<file path="config.mk">
export PLATFORM = sky130hd
export DESIGN_NAME = wb_stage
export DESIGN_NICKNAME = d
export VERILOG_FILES = /design/src/rtl/wb_stage.sv
export SDC_FILE = /design/constraint.sdc
export NUM_CORES = 1
export LEC_CHECK = 0
export CORE_ASPECT_RATIO = 0.9
export CORE_UTILIZATION = 39
export CTS_CLUSTER_DIAMETER = 120
export DETAILED_ROUTE_END_ITERATION = 8
export GPL_TIMING_DRIVEN = 0
export PLACE_DENSITY = 0.89
export SLEW_MARGIN = 20
export SYNTH_ARGS = -nofsm -noshare
export SYNTH_HDL_FRONTEND = slang
export SYNTH_SLANG_ARGS = --single-unit
</file>
<file path="constraint.sdc">
create_clock -name clk -period 1.9 [get_ports clk]
set_clock_uncertainty 0.2 [all_clocks]
set_input_delay 0.38 -clock clk [delete_from_list [all_inputs] [get_ports clk]]
set_output_delay 0.38 -clock clk [all_outputs]
set_load 0.005 [all_outputs]
</file>
<file path="src/rtl/wb_stage.sv">
// wb_stage: MEM/WB stage driving the register-file write port; optional bypass copy under WB_BYPASS_EN
module wb_stage #(
   parameter int DW    = 32,
   parameter int CNT_W = 32
) (
   input  logic             clk,
   input  logic             rst,
   input  logic             mem_valid,
   output logic             mem_ready,
   input  logic             wb_hold,
   input  logic             flush,
   input  logic [4:0]       mem_dest,
   input  logic             mem_regwrite,
   input  logic             mem_memtoreg,
   input  logic             mem_link,
   input  logic [1:0]       load_size,
   input  logic             load_unsigned,
   input  logic [DW-1:0]    alu_result,
   input  logic [DW-1:0]    load_data,
   input  logic [DW-1:0]    pc_plus4,
   output logic [4:0]       write_reg,
   output logic [DW-1:0]    write_data,
   output logic             RegWrite,
   output logic             fwd_valid,
   output logic [4:0]       fwd_reg,
   output logic [DW-1:0]    fwd_data,
   output logic [CNT_W-1:0] retired_count
);
   logic          accept;
   logic [7:0]    lb;
   logic [15:0]   lh;
   logic [DW-1:0] load_val;
   logic [DW-1:0] result;
   assign mem_ready = !wb_hold;
   assign accept    = mem_valid && !wb_hold && !flush;
   // big-endian lane extraction and extension, then link > load > ALU select
   always_comb begin
      lb = alu_result[1:0] == 2'd0 ? load_data[31:24] :
           alu_result[1:0] == 2'd1 ? load_data[23:16] :
           alu_result[1:0] == 2'd2 ? load_data[15:8]  : load_data[7:0];
      lh = alu_result[1] ? load_data[15:0] : load_data[31:16];
      load_val = load_size == 2'b10 ? {{(DW-8){~load_unsigned & lb[7]}}, lb} :
                 load_size == 2'b01 ? {{(DW-16){~load_unsigned & lh[15]}}, lh} : load_data;
      result = mem_link ? pc_plus4 + DW'(4) : mem_memtoreg ? load_val : alu_result;
   end
   // one-shot write strobe; address/data captured on every accepted beat and held otherwise
   always_ff @(posedge clk or negedge rst) begin
      if (!rst) begin
         RegWrite      <= 1'b0;
         write_reg     <= '0;
         write_data    <= '0;
         retired_count <= '0;
      end else begin
         RegWrite <= accept && mem_regwrite && mem_dest != 5'd0;
         if (accept) begin
            write_reg     <= mem_dest;
            write_data    <= result;
            retired_count <= retired_count + 1'b1;
         end
      end
   end
`ifdef WB_BYPASS_EN
   // bypass registers load on the same edge as the write port and mirror it
   always_ff @(posedge clk or negedge rst) begin
      if (!rst) begin
         fwd_valid <= 1'b0;
         fwd_reg   <= '0;
         fwd_data  <= '0;
      end else begin
         fwd_valid <= accept && mem_regwrite && mem_dest != 5'd0;
         if (accept) begin
            fwd_reg  <= mem_dest;
            fwd_data <= result;
         end
      end
   end
`else
   assign fwd_valid = 1'b0;
   assign fwd_reg   = '0;
   assign fwd_data  = '0;
`endif
endmodule

</file>
==> summary.md <==
| Metric | Value |
|---|---|
| H-Tree Level Count | `3` |
| Met2 WL | `8900 um` |
| Die height | `109 um` |
| Largest net degree at the start of global routing | `40` |
| Crit path max fanout | `4` |
| Number of max-cap violations | `0` |
| Syn-to-layout area delta | `64.7%` |
| Skew-Pair Late Insertion Delay | `330 ps` |
| Top-area cell type share of the netlist area | `35.5%` |
| # port buffers | `180` |
| Synth top area cells | `dfrtp_1 (36%), nand2_1 (6.9%), xnor2_1 (6.6%)` |
| Maximum operating frequency | `0.532 GHz` |
| Final #Nets | `956` |
| WP data arrival | `1900 ps` |
| GP Congestion | `0.950` |
| Final WL | `19200 um` |
| # DRC | `0` |
| Ys Warns | `0` |
| Area after DPL | `7130 um2` |
| FP Rows | `38` |
| Initial Util | `40.5%` |
| Yosys cell types | `56` |
| First-pass GRT wire length | `29000 um` |
| Synth Register Bits | `70` |
| Worst VDD drop | `0.455 mV` |
| Synth cell count leaders | `nand2_1 (91), dfrtp_1 (70), nor2_1 (40), buf_4 (38), xnor2_1 (37)` |
| Gate Count Post-Synth | `577` |
| Hold_ws | `238 ps` |
| Critical path class | `in2reg` |
| Initial antenna violation count | `0` |
| Vias in the first global route | `5405` |
| Ant diodes | `0` |
| Hold Path Class | `in2reg` |
| Fraction of registers with async set/reset | `100%` |
| Core box area | `12200 um2` |
| Num ports | `221` |
| Primary FF master, synth | `dfrtp_1` |
| Vias | `5606` |
| CTS sink cnt | `70` |
| Final setup fails | `0` |
| Cell Pwr Density | `614 nW/um2` |
| Finished Cell Area | `8130 um2` |
| Number of synthesized flops with an enable pin | `0` |
| # fillers | `1037` |
| TritonCTS clock tree | `yes` |
| Avg Inst Size Synth | `8.55 um2` |
| Crit start category | `primary input` |
| Part of the cycle the worst path needs | `99.0%` |
| Sequential-to-total area share from yosys stat | `35.5%` |
| Layout cells sized above 1 | `24.9%` |
| GRT Overall Usage | `29.0%` |
| Critical Path Sink Type | `flip-flop` |
| Highest metal used | `met4` |
| Vias/cell | `5.57` |
| Most common cell in the netlist | `nand2_1` |
| WP data required | `1920 ps` |
| Fin crit period | `1880 ps` |
| Pins Over Slew Limit | `0` |
| Overflow after GRT | `0` |
| DP Wirelength | `14400 um` |
| Synth area leader | `dfrtp_1` |
| Final worst setup slack | `19.7 ps` |
| Buffer levels on the longest clock path | `2` |
| Initial detailed-routing violation count | `535` |
| Total CTS buffers | `9` |
| M1 wire length | `7800 um` |
| Clock-pin slew on the worst setup and hold paths | `60 ps` |
| Final ANT Viol Nets | `0` |
| Drt pass-1 iters | `5` |
| RSZ-0062 raised after global routing | `yes` |
| Setup slack at placement | `-972 ps` |
| Netlist Area Pre-Place | `4930 um2` |
| Final Total Pwr | `4.99 mW` |
| Routed wl met3 | `2100 um` |
| Hold Vio Cnt, Final | `0` |
| Die width | `121 um` |
| Clk Tree Root Cell | `clkbuf_16` |
| Routed len/inst | `19.1 um` |
| Status | `complete, no violations` |
| LEAKAGE | `3.51 nW` |
| Area of the die | `13100 um2` |
metal layers:
| metal | track usage (%) | vias to the layer above |
|---|---|---|
| met1 | 38.4 | 2692 |
| met3 | 8.89 | 33 |
| met4 | 8.20 | 0 |
| li1 | - | 2553 |
| met5 | 0 | - |
| met2 | 45.8 | 328 |
layout make-up:
type,instances,area (um2),share of cell area (%)
Multi-Input combinational cell,466,3280,40.4
Timing Repair Buffer,219,2090,25.7
Sequential cell,70,1760,21.7
Buffer,66,469,5.77
Clock buffer,9,225,2.77
Tap cell,160,200,2.46
Clock inverter,7,62.6,0.770
Inverter,10,37.5,0.462
final timing paths:
check	from	end	slack, ps	depth (start not counted)
setup / recovery	load_data[22]	write_data[6]$_DFFE_PN0N_	20	5
hold / removal	pc_plus4[9]	write_data[9]$_DFFE_PN0N_	240	3
setup reg to reg	retired_count[14]$_DFFE_PN0N_	retired_count[31]$_DFFE_PN0N_	80	6
hold reg to reg	write_reg[4]$_DFFE_PN0N_	write_reg[4]$_DFFE_PN0N_	280	2
max in group asynchronous	rst	retired_count[18]$_DFFE_PN0N_	580	3
min in group asynchronous	rst	retired_count[10]$_DFFE_PN0N_	340	2
metrics by stage:
stage          TNS, ps  instances  util [%]
6_report             0       1007      66.8
3_5_place_dp    -52140        955      58.5
4_1_cts           -135        995      65.0
3_3_place_gp   -206210        954      58.4
2_1_floorplan        0        614         -
5_1_grt           -107       1007      66.8
worst max-delay path, cell delays in order:
cell             delay, ps
clkdlybuf4s50_1        500
mux4_2                 480
nand2_1                 90
nand4_1                160
a32o_1                 290
cells in the final DEF (no fill, tap or decap), drive strengths merged, types with 13 or more instances in the layout:
cell type      netlist  final
a21oi               26     26
and3                15     15
buf                 46     86
clkbuf              22     40
clkdlybuf4s50        0    144
conb                 1     38
dfrtp               70     70
dlygate4sd2          0     13
inv                 10     14
nand2               91     91
nand3               27     27
nand4               20     20
nor2                40     40
o21ai               30     30
o221ai              17     17
xnor2               37     37
xor2                19     19
where the power goes:
part,internal (mW),total (mW),leakage (nW),switching (mW)
registers,1.68,1.85,0.871,0.163
logic,0.852,1.52,2.51,0.670
clock network,0.911,1.62,0.133,0.712
timing repair:
action | CTS | global route
resized for setup | 120 | 74
hold buffers | 1 | 0
endpoints found under the hold margin | 31 | 0
setup buffers | 22 | 13
endpoints found under the setup margin | 70 | 54
pin swaps | 23 | 21
cloned | 2 | 0
kinds of logic after synthesis:
family	synth area share, %
compound gates	16.8
buf+inv	9.00
fa+ha+maj	0.507
other cells	0.0760
simple gates	23.5
xor+xnor	9.94
mux	4.69
flops	35.5
(Power assumes the default switching activity.)
